### config.mk
export PLATFORM = sky130hd
export DESIGN_NAME = uart_tx_master
export DESIGN_NICKNAME = d
export VERILOG_FILES = /design/src/rtl/uart_pkg.sv /design/src/rtl/uart_tx_bit_timer.sv /design/src/rtl/uart_tx_master.sv
export SDC_FILE = /design/constraint.sdc
export NUM_CORES = 1
export LEC_CHECK = 0
export BUFFER_PORTS_ARGS = -buffer_cell sky130_fd_sc_hd__buf_2
export CORE_ASPECT_RATIO = 1.4
export CORE_MARGIN = 2
export CORE_UTILIZATION = 61
export CTS_CLUSTER_SIZE = 28
export DETAILED_ROUTE_END_ITERATION = 12
export GPL_TIMING_DRIVEN = 0
export PLACE_DENSITY_LB_ADDON = 0.08
export SETUP_SLACK_MARGIN = 0.05
export SKIP_LAST_GASP = 1
export SLEW_MARGIN = 40
export SYNTH_ARGS = -nofsm -noshare
export SYNTH_HDL_FRONTEND = slang
export SYNTH_SLANG_ARGS = --single-unit
export TNS_END_PERCENT = 20
### constraint.sdc
create_clock -name clk -period 2.6 [get_ports clk]
set_input_delay 0.26 -clock clk [delete_from_list [all_inputs] [get_ports clk]]
set_output_delay 0.26 -clock clk [all_outputs]
set_load 0.02 [all_outputs]
### src/rtl/uart_pkg.sv
// Shared UART definitions for the transmit and receive paths.
package uart_pkg;

    typedef enum logic [2:0] {IDLE, START, DATA, PARITY, STOP} uart_state_t;

    localparam int UART_DATA_BITS = 8;

    // Rounded clocks-per-bit for a given clock frequency and line rate.
    function automatic int uart_div(input int clk_frequency, input int baud_rate);
        return (clk_frequency + baud_rate / 2) / baud_rate;
    endfunction

endpackage

### src/rtl/uart_tx_bit_timer.sv
// Bit-period divider: counts from 0 while clear is low and flags the end of
// one bit period and the end of the stop span.
module uart_tx_bit_timer #(
    parameter int DIV  = 868,
    parameter int SPAN = 1
) (
    input  logic clk,
    input  logic reset,
    input  logic clear,
    output logic bit_end,
    output logic span_end
);
    localparam int W = $clog2(DIV * SPAN);

    logic [W-1:0] cnt;

    always_ff @(posedge clk or negedge reset) begin
        if (!reset)
            cnt <= '0;
        else if (clear)
            cnt <= '0;
        else
            cnt <= cnt + W'(1);
    end

    assign bit_end  = (cnt == W'(DIV - 1));
    assign span_end = (cnt == W'(DIV * SPAN - 1));

endmodule

### src/rtl/uart_tx_master.sv
// UART transmitter, 8 data bits LSB first, 1 or 2 stop bits.
// Define UART_TX_PARITY_EN to insert an even-parity bit before the stop bit(s).
module uart_tx_master
    import uart_pkg::*;
#(
    parameter int CLK_FREQUENCY = 100000000,
    parameter int BAUD_RATE     = 115200,
    parameter int STOP_BITS     = 1
) (
    input  logic       clk,
    input  logic       reset,
    input  logic [7:0] tx_data,
    input  logic       tx_start,
    output logic       tx_ready,
    output logic       tx_done,
    output logic       tx
);
    localparam int DIV = uart_div(CLK_FREQUENCY, BAUD_RATE);

    uart_state_t state, state_nx;
    logic [7:0]  shreg, shreg_nx;
    logic [2:0]  bit_idx, bit_idx_nx;
    logic        tx_nx;
    logic        tmr_clr, bit_end, span_end;
`ifdef UART_TX_PARITY_EN
    logic        par, par_nx;
`endif

    uart_tx_bit_timer #(.DIV(DIV), .SPAN(STOP_BITS)) u_timer (
        .clk      (clk),
        .reset    (reset),
        .clear    (tmr_clr),
        .bit_end  (bit_end),
        .span_end (span_end)
    );

    always_ff @(posedge clk or negedge reset) begin
        if (!reset) begin
            state   <= IDLE;
            shreg   <= '0;
            bit_idx <= '0;
            tx      <= 1'b1;
`ifdef UART_TX_PARITY_EN
            par     <= 1'b0;
`endif
        end else begin
            state   <= state_nx;
            shreg   <= shreg_nx;
            bit_idx <= bit_idx_nx;
            tx      <= tx_nx;
`ifdef UART_TX_PARITY_EN
            par     <= par_nx;
`endif
        end
    end

    always_comb begin
        state_nx   = state;
        shreg_nx   = shreg;
        bit_idx_nx = bit_idx;
        tmr_clr    = 1'b0;
        tx_done    = 1'b0;
        tx_ready   = (state == IDLE);
`ifdef UART_TX_PARITY_EN
        par_nx     = par;
`endif
        case (state)
            IDLE: begin
                tmr_clr = 1'b1;
                if (tx_start) begin
                    shreg_nx   = tx_data;
                    bit_idx_nx = '0;
                    state_nx   = START;
`ifdef UART_TX_PARITY_EN
                    par_nx     = ^tx_data;
`endif
                end
            end
            START: begin
                if (bit_end) begin
                    tmr_clr  = 1'b1;
                    state_nx = DATA;
                end
            end
            DATA: begin
                if (bit_end) begin
                    tmr_clr    = 1'b1;
                    shreg_nx   = {1'b0, shreg[7:1]};
                    bit_idx_nx = bit_idx + 3'd1;
                    if (bit_idx == 3'(UART_DATA_BITS - 1))
`ifdef UART_TX_PARITY_EN
                        state_nx = PARITY;
`else
                        state_nx = STOP;
`endif
                end
            end
`ifdef UART_TX_PARITY_EN
            PARITY: begin
                if (bit_end) begin
                    tmr_clr  = 1'b1;
                    state_nx = STOP;
                end
            end
`endif
            STOP: begin
                // Stop span covers all stop bits in one count.
                if (span_end) begin
                    tmr_clr  = 1'b1;
                    tx_done  = 1'b1;
                    state_nx = IDLE;
                end
            end
            default: state_nx = IDLE;
        endcase

        // Line level follows the state being entered, so tx is registered.
        case (state_nx)
            START:   tx_nx = 1'b0;
            DATA:    tx_nx = shreg_nx[0];
`ifdef UART_TX_PARITY_EN
            PARITY:  tx_nx = par_nx;
`endif
            default: tx_nx = 1'b1;
        endcase
    end

endmodule

==> results of run 1 <==
==> area by class of cell <==
type	instances	area share, %
Clock buffer	4	1.892
Buffer	5	3.153
Tap cell	21	1.892
Timing Repair Buffer	14	5.405
Multi-Input combinational cell	81	42.25
Sequential cell	25	45.14
Inverter	1	0.2703
==> state kept, by name, indices dropped and copies added, names as in the netlist <==
signal       cells
u_timer.cnt     10
shreg            8
bit_idx          3
state            3
tx               1
==> logic make-up (layout without fill, tap and decap cells) <==
| family | after synthesis | after routing | synth area share (%) |
|---|---|---|---|
| buffers and inverters | 6 | 24 | 3.769 |
| adders and majority gates | 3 | 3 | 2.977 |
| DFF | 25 | 25 | 49.70 |
| and+or+nand+nor | 47 | 47 | 23.41 |
| AOI/OAI and AO/OA | 23 | 23 | 14.58 |
| xor gates and xnor gates | 8 | 8 | 5.556 |
==> report_power, final <==
part	leakage [nW]	total, mW	switching, mW	internal (mW)
sequential	0.316	0.389	0	0.389
combinational	0.368	0.0156	0.00926	0.00638
clock	0.0150	0.164	0.104	0.0600
==> stage by stage <==
step	instances	instance area, um^2	hold WS (ns)	util [%]	power [mW]
floorplan	112	1261	-0.03559	-	0.3965
global placement	146	1353	0.2752	69.38	0.4111
detailed placement	146	1353	0.2733	69.38	0.4113
CTS	151	1389	0.1584	71.25	0.5739
global route	151	1389	0.1473	71.25	0.5920
finish	151	1389	0.1594	71.25	0.5684
==> layer usage <==
metal,up-vias,wire [um],track usage [%]
met5,-,0,0
met4,0,38,9.375
met1,430,968,25.63
met2,13,1054,32.97
met3,5,56,1.869
li1,444,-,-
==> worst reg2reg max path: cells and delay by family, from the launching register on <==
family                   cells  cell delay, ns
adder cells (fa/ha/maj)      1            0.24
flip-flops                   1            0.43
buffers and inverters        2            0.27
AND/OR/NAND/NOR              2            0.37
AO/OA/AOI/OAI                2            0.35
==> final timing paths <==
kind / start / end / slack, ns / depth (start not counted)
worst max-delay path: u_timer.cnt[0]$_DFF_PN0_ / tx_done / 0.54 / 6
worst min-delay path: tx_data[7] / shreg[7]$_DFFE_PN0P_ / 0.16 / 2
worst max register to register: u_timer.cnt[0]$_DFF_PN0_ / shreg[1]$_DFFE_PN0P_ / 0.82 / 7
worst min register to register: shreg[4]$_DFFE_PN0P_ / shreg[4]$_DFFE_PN0P_ / 0.49 / 1
max in group asynchronous: reset / tx$_DFF_PN1_ / 1.77 / 2
min in group asynchronous: reset / u_timer.cnt[7]$_DFF_PN0_ / 0.45 / 2
==> placed cells by master, fill, tap and decap left out, drive strengths merged, types with 4 or more instances in the layout <==
cell     n
a21o     6
a22o     7
buf     18
clkbuf   4
dfrtp   24
nand2    7
nand3    9
nor2    12
o21ai    4
xor2     6
==> results.cfg, run 1 <==
[logic_synthesis]
yosys.cell_count.top_type = dfrtp_1
async_flop_share_pct = 100.0
ys_ff_latch = 25
ys_warn_count = 0
netlist_top_cells_area = dfrtp_1 48%, a22o_1 4.9%, xor2_1 4.2%
ys.flop_type = dfrtp_1
yosysUniqueCellTypes = 36
avgSynthCellArea_um2 = 11.26
netlist_instances = 112
synth_area_leader_cell = dfrtp_1
yosysTopAreaCellShare_pct = 47.62
syn_nets = 126
synth-seq-area-share_pct = 49.70
synth-edff-count = 0
synth.top_cells.by_count = 24 x dfrtp_1, 11 x nor2_1, 9 x nand3_1
synth_area_um2 = 1261

[cells_and_area]
nets = 145
diodes = 0
multi_input_area_um2 = 586.8
syn_to_final_growth_pct = 10.12
regArea_um2 = 626.9
fillers = 162
drive_gt1_share_pct = 23.85

[grt]
grt_pass1_wl_um = 3643
grt_overflow_total = 0
track_usage_pct = 19.66
grt_pass1_vias = 849
antenna_found_initial = 0
grt_max_degree = 26

[routing]
wl_per_cell_um = 14.02
vias = 892
drt_wl_total_um = 2117
drt.antenna.violating_nets = 0
drt_pass1_iterations = 3
route.detailed.drc = 0
drtIter0Drc = 15
avgViaCountPerCell = 5.907

[critical_path]
critical_path_class = flop to output pin
path_buf_inv = 2
endpoint_kind = output pin
cp.required_ns = 2.34
path_cells = ha_1, and4bb_1, buf_6, nand3_1, nor3b_1, buf_2
path_max_fanout = 8
start_kind = flop
slowest_delay_ns = 0.41
cp_slowest_cell = dfrtp_1
cp_top_family = simple AND/OR/NAND/NOR gates
arrival_ns = 1.80

[timing]
period_share_pct = 79.18
rsz0062_at_grt = no
finalSetupViolCount = 0
final.setup_skew_ns = 0.01276
tightest_slew_ns = 0.5440
finalCriticalPeriod_ns = 2.059
finalSetupTns_ns = 0
hold_violations = 0
fin_ws_ns = 0.5412
final_max_slew_viol_count = 0
relSlewSlack_pct = 63.74
fmax_mhz = 485.7

[floorplanning]
ioPinCount = 14
core-area_um2 = 1949
die_w_um = 42.43
placementRows = 19
start_util_pct = 64.70
fp.dieH_um = 57.80
dieArea_um2 = 2452

[clocking]
postCtsSetupBuffers = 0
cts_sinks = 25
clk_pin_slew_ns = 0.13
tritoncts = done
ctsResizeCount = 0
cts_buffers = 3
cts-hold-fix-buffers = 1
clock_latency_ns = 0.31
cts_root_buffer = clkbuf_4
h-tree-depth = 1
cts.path.max_buffers = 2

[power]
irDropWorstVdd_v = 0.0003880
p_leak_nw = 0.6986
power_density_nw_per_um2 = 409.2

[placed_design]
hpwl_um = 1557
gp_congestion = 0.7560
preCtsSetupSlack_ns = 0.8508
io_buffer_count = 13

[worst_hold_path]
hold_class = input port to flop

[status]
outcome = complete, no violations

[run]
drv_cap = 0
(Power assumes the default switching activity.)
==> run 2, diff against run 1 <==
--- a/config.mk
+++ b/config.mk
@@ -8,7 +8,7 @@
 export BUFFER_PORTS_ARGS = -buffer_cell sky130_fd_sc_hd__buf_2
 export CORE_ASPECT_RATIO = 1.4
 export CORE_MARGIN = 2
-export CORE_UTILIZATION = 61
+export CORE_UTILIZATION = 51
 export CTS_CLUSTER_SIZE = 28
 export DETAILED_ROUTE_END_ITERATION = 12
 export GPL_TIMING_DRIVEN = 0
==> constraint.sdc (replaced) <==
create_clock -name clk -period 1.7 [get_ports clk]
set_input_delay 0.17 -clock clk [delete_from_list [all_inputs] [get_ports clk]]
set_output_delay 0.17 -clock clk [all_outputs]
set_load 0.02 [all_outputs]
==> run 2 against run 1 <==
The flow now finishes with violations (setup timing). Sequential share of layout area down 3.8 points. Clock skew increased by 0.00097 ns. Register-to-register slack lost 0.89 ns. Wire length rose by 13%. Setup slack lost 0.64 ns. Cell count rose by 7.9%. Die area up 18%. Clock-buffer cell count shrank 1. Non-clock buffer count grew 10. Critical endpoint unchanged. Largest power group unchanged. Highest routed layer unchanged.
==> results.cfg, run 2 (synthesized netlist as in run 1, its figures left out) <==
[status]
outcome = finished, violations left
violations = setup timing

[routing]
drt.antenna.violating_nets = 0
wl_per_cell_um = 14.69
drt_wl_total_um = 2394
avgViaCountPerCell = 5.748
drtIter0Drc = 7
drt_pass1_iterations = 3
route.detailed.drc = 0
vias = 937

[timing]
final.setup_skew_ns = 0.01373
period_share_pct = 106.1
fmax_mhz = 554.5
finalCriticalPeriod_ns = 1.803
rsz0062_at_grt = yes
tightest_slew_ns = 0.5449
finalSetupViolCount = 10
hold_violations = 0
fin_ws_ns = -0.1033
final_max_slew_viol_count = 0
relSlewSlack_pct = 63.68

[clocking]
clk_pin_slew_ns = 0.13
cts_sinks = 25
cts_root_buffer = clkbuf_4
cts.path.max_buffers = 2
cts_buffers = 3
h-tree-depth = 1
clock_latency_ns = 0.33
tritoncts = done

[cells_and_area]
regMostFlops = u_timer.cnt
stdcell_count = 163
fillers = 215
drive_gt1_share_pct = 33.57
syn_to_final_growth_pct = 20.44
diodes = 0
design_area_um2 = 1519
nets = 155
largest_reg_flops = 10
final_util_pct = 64.23
reg_top3 = u_timer.cnt (10), shreg (8)
layout_commonest_cell = dfrtp_1
layout_common_cells = 23 x dfrtp_1, 14 x buf_2, 11 x nor2_1, 11 x buf_4, 8 x nand3_1

[run]
drv_cap = 0

[placed_design]
hpwl_um = 1602
placed_cells = 148
gp_congestion = 0.7411
place_area_um2 = 1360
io_buffer_count = 13

[grt]
grt_pass1_vias = 989
antenna_found_initial = 0
track_usage_pct = 19.79
grt_max_degree = 26
grt_pass1_wl_um = 4326
grt_overflow_total = 0

[critical_path]
r2r_start = u_timer.cnt[0]$_DFF_PN0_
critical_path_class = flop to output pin
rr_worst_depth = 8
r2r_slack_ns = -0.07
r2r-end = shreg[5]$_DFFE_PN0P_
endpoint_kind = output pin
arrival_ns = 1.63
start_kind = flop
cp.required_ns = 1.53
path_max_fanout = 3

[power]
irDropWorstVdd_v = 0.0004718
internal_power_uw = 694.6
p_sw_uw = 201.1
p_comb_share_pct = 2.7
pwr-share-clk_pct = 30.9
p_total_uw = 895.7
swShare_pct = 22.45
p_leak_nw = 0.7403
power_density_nw_per_um2 = 589.7
power_frac_seq_pct = 66.4

[worst_hold_path]
hold_class = input port to flop
hold_depth = 2
whs_endpoint = shreg[7]$_DFFE_PN0P_
hold_start = tx_data[7]

[floorplanning]
ioPinCount = 14
placementRows = 21
core-area_um2 = 2365
start_util_pct = 53.33
die_w_um = 46.03
fp.dieH_um = 62.84
dieArea_um2 = 2893
==> run 2: what timing repair did <==
item / 4_1_cts / 5_1_grt
hold endpoints to repair: 24 / 0
pin swaps: 2 / 4
hold buffers: 1 / 0
endpoints found under the setup margin: 20 / 24
gates resized for setup: 5 / 3
setup buffers: 7 / 3
==> run 2: final cells by class <==
type | count | area (um^2) | share of cell area, %
Multi-Input combinational cell | 81 | 631.9 | 41.60
Sequential cell | 25 | 628.1 | 41.35
Timing Repair Buffer | 24 | 152.6 | 10.05
Buffer | 5 | 43.79 | 2.883
Tap cell | 23 | 28.78 | 1.895
Clock buffer | 3 | 22.52 | 1.483
Clock inverter | 1 | 7.507 | 0.4942
Inverter | 1 | 3.754 | 0.2471
==> run 2: power groups by stage <==
stage / clock network [mW] / registers, mW / logic [mW]
2_1_floorplan: 0 / 0.606 / 0.000337
3_3_place_gp: 0 / 0.606 / 0.0231
3_5_place_dp: 0 / 0.606 / 0.0238
4_1_cts: 0.291 / 0.595 / 0.0256
5_1_grt: 0.310 / 0.595 / 0.0287
6_report: 0.277 / 0.595 / 0.0241
==> run 2: per-stage QoR <==
step	setup slack (ns)	hold WS (ns)	TNS, ns
2_1_floorplan	0.06823	-0.1256	0
3_3_place_gp	-0.0003991	0.1911	-0.0003991
3_5_place_dp	-0.02070	0.1926	-0.08107
4_1_cts	-0.07871	0.06068	-0.8459
5_1_grt	-0.1942	0.08875	-1.970
6_report	-0.1033	0.07386	-0.6167
==> run 2: metal layers <==
layer  vias to the layer above  GRT usage, %  share of wire, %
met4                         0         7.500              0.88
met1                       461         25.62                44
li1                        464             -                 -
met3                         2         1.734               1.3
met2                        10         32.81                54
met5                         -             0                 0
==> run 2: worst max path at each step <==
stage / from / to / slack (ns)
after floorplan: u_timer.cnt[0]$_DFF_PN0_ / shreg[1]$_DFFE_PN0P_ / 0.07
after global placement: u_timer.cnt[0]$_DFF_PN0_ / shreg[5]$_DFFE_PN0P_ / -0.0004
after detailed placement: u_timer.cnt[0]$_DFF_PN0_ / u_timer.cnt[2]$_DFF_PN0_ / -0.02
after CTS: u_timer.cnt[1]$_DFF_PN0_ / tx_done / -0.08
after global routing: u_timer.cnt[1]$_DFF_PN0_ / tx_done / -0.19
final: u_timer.cnt[1]$_DFF_PN0_ / tx_done / -0.10
==> run 2: worst max-delay path, cell delays in order, from the launching register on <==
cell and delay, ns:
dfrtp_1 0.39, ha_2 0.18, and4bb_1 0.21, buf_6 0.12, nand3_4 0.07, nor3b_2 0.18, buf_4 0.16
==> run 3, diff against run 2 <==
--- a/config.mk
+++ b/config.mk
@@ -7,7 +7,7 @@
 export LEC_CHECK = 0
 export BUFFER_PORTS_ARGS = -buffer_cell sky130_fd_sc_hd__buf_2
 export CORE_ASPECT_RATIO = 1.4
-export CORE_MARGIN = 2
+export CORE_MARGIN = 1.5
 export CORE_UTILIZATION = 51
 export CTS_CLUSTER_SIZE = 28
 export DETAILED_ROUTE_END_ITERATION = 12
==> run 3 against run 2 <==
Clock skew fell by 0.0049 ns. Wire length rose by 0.33%. Power fell by 1.4%. Fmax grew 1.7%. Critical path depth grew 2. Hold slack improved by 0.0047 ns. Register-to-register slack hardly changed. Non-clock buffer count down 1. Critical path type is now flop to flop. The run still ends with setup timing left. Flip-flop and latch count did not move. Setup slack better by 0.030 ns.
==> results.cfg, run 3 (synthesized netlist as in run 1, its figures left out) <==
[cells_and_area]
fillers = 211
nets = 154
largest_reg_flops = 10
layout_common_cells = 22 x dfrtp_1, 14 x buf_2, 11 x nor2_1
drive_gt1_share_pct = 33.81
regMostFlops = u_timer.cnt
layout_commonest_cell = dfrtp_1
syn_to_final_growth_pct = 20.54
reg_top3 = u_timer.cnt (10), shreg (8)
diodes = 0

[clocking]
clock_latency_ns = 0.32
cts_buffers = 3
cts.path.max_buffers = 2
clk_pin_slew_ns = 0.14
h-tree-depth = 1
cts_root_buffer = clkbuf_4
cts_sinks = 25
tritoncts = done

[worst_hold_path]
hold_class = input port to flop

[timing]
finalCriticalPeriod_ns = 1.774
finalSetupTns_ns = -0.5385
final.setup_skew_ns = 0.008838
finalSetupViolCount = 9
period_share_pct = 104.3
fin_ws_ns = -0.07351
final_max_slew_viol_count = 0
rsz0062_at_grt = yes
relSlewSlack_pct = 62.64
tightest_slew_ns = 0.5605
hold_violations = 0
fmax_mhz = 563.9

[grt]
busiest_layer = met2
met2_usage_pct = 35.92
antenna_found_initial = 0
grtUsageMet3_pct = 1.734
grt_max_degree = 26
grt_overflow_total = 0
grt_pass1_wl_um = 4112
grt_pass1_vias = 937
grt.met1_usage_pct = 24.77
track_usage_pct = 20.23

[critical_path]
endpoint_kind = flop
start_kind = flop
r2r_slack_ns = -0.07
critical_path_class = flop to flop
cp.required_ns = 1.93
path_max_fanout = 10
cp_slowest_cell = dfrtp_1
arrival_ns = 2.00
slowest_delay_ns = 0.43
path_cells = ha_4, and4bb_1, buf_6, buf_4, and4_4, buf_6, a22o_1, a21o_1
critPathMostFrequentCell = buf_6

[power]
p_sw_uw = 190.9
irDropWorstVdd_v = 0.0004994
power_frac_seq_pct = 67.3
p_leak_nw = 0.7392
swShare_pct = 21.61
p_comb_share_pct = 2.8
power_density_nw_per_um2 = 581.2
pwr-share-clk_pct = 29.9
internal_power_uw = 692.6

[routing]
drt_pass1_iterations = 4
drt_wl_total_um = 2402
drtIter0Drc = 18
wl_per_cell_um = 14.83
route.detailed.drc = 0
vias = 922
avgViaCountPerCell = 5.691
drt.antenna.violating_nets = 0

[floorplanning]
die_w_um = 45.03
placementRows = 21
dieArea_um2 = 2785
ioPinCount = 14
start_util_pct = 53.33
fp.dieH_um = 61.84
core-area_um2 = 2365

[placed_design]
io_buffer_count = 13
gp_congestion = 0.7458
preCtsSetupSlack_ns = -0.02367
hpwl_um = 1601

[status]
outcome = finished, violations left
violations = setup timing

[run]
drv_cap = 0
==> run 3: changes by cell type in the layout (fill, tap and decap cells not counted), sizes merged <==
cell and delta:
buf -1, clkinv +1, clkinvlp -1
==> run 3: worst max-delay path: cells and delay by family (launching register included) <==
family                     cells  cell delay (ns)
buffers and inverters          3             0.41
DFF                            1             0.43
and+or+nand+nor                2             0.35
AOI/OAI and AO/OA              2             0.33
adders and majority gates      1             0.17
==> run 3: per-stage QoR <==
| step | hold slack, ns | std cells | total power [mW] | area, um^2 | utilization, % |
|---|---|---|---|---|---|
| 2_1_floorplan | -0.1256 | 112 | 0.6065 | 1266 | - |
| 3_3_place_gp | 0.1911 | 148 | 0.6291 | 1360 | 57.51 |
| 3_5_place_dp | 0.1923 | 148 | 0.6297 | 1360 | 57.51 |
| 4_1_cts | 0.06250 | 159 | 0.9018 | 1471 | 62.22 |
| 5_1_grt | 0.08428 | 162 | 0.9171 | 1520 | 64.29 |
| 6_report | 0.07857 | 162 | 0.8836 | 1520 | 64.29 |
==> run 3: area by class of cell <==
cell class / instances / area [um^2] / area share [%]
Timing Repair Buffer: 23 / 145.1 / 9.547
Multi-Input combinational cell: 81 / 641.9 / 42.22
Sequential cell: 25 / 629.4 / 41.40
Buffer: 5 / 43.79 / 2.881
Inverter: 1 / 3.754 / 0.2469
Clock inverter: 1 / 5.005 / 0.3292
Tap cell: 23 / 28.78 / 1.893
Clock buffer: 3 / 22.52 / 1.481
==> run 3: timing repair <==
item,4_1_cts,5_1_grt
endpoints found under the setup margin,20,23
buffers inserted,6,3
gates resized for setup,7,3
pin swaps,3,1
hold buffers,1,0
hold endpoints to repair,24,0
==> run 3: power by group through the flow <==
stage	clock, mW	sequential [mW]	combinational (mW)
floorplan	0	0.606	0.000337
global placement	0	0.606	0.0231
detailed placement	0	0.606	0.0238
CTS	0.281	0.595	0.0257
global route	0.293	0.595	0.0287
finish	0.264	0.595	0.0245
==> run 3: routing by layer <==
layer / up-vias / routed length [um]
met2: 10 / 1254
met1: 450 / 1091
met3: 2 / 34
met4: 0 / 21
met5: - / 0
li1: 460 / -
==> run 3: path summary, 6_finish.rpt <==
| kind | start | end | depth (start not counted) |
|---|---|---|---|
| min reg2reg | shreg[3]$_DFFE_PN0P_ | shreg[3]$_DFFE_PN0P_ | 1 |
| max reg2reg | u_timer.cnt[0]$_DFF_PN0_ | shreg[4]$_DFFE_PN0P_ | 8 |
| max in group asynchronous | reset | u_timer.cnt[7]$_DFF_PN0_ | 2 |
| min in group asynchronous | reset | bit_idx[1]$_DFFE_PN0P_ | 2 |
| max | u_timer.cnt[0]$_DFF_PN0_ | shreg[4]$_DFFE_PN0P_ | 8 |
| min | tx_data[7] | shreg[7]$_DFFE_PN0P_ | 2 |
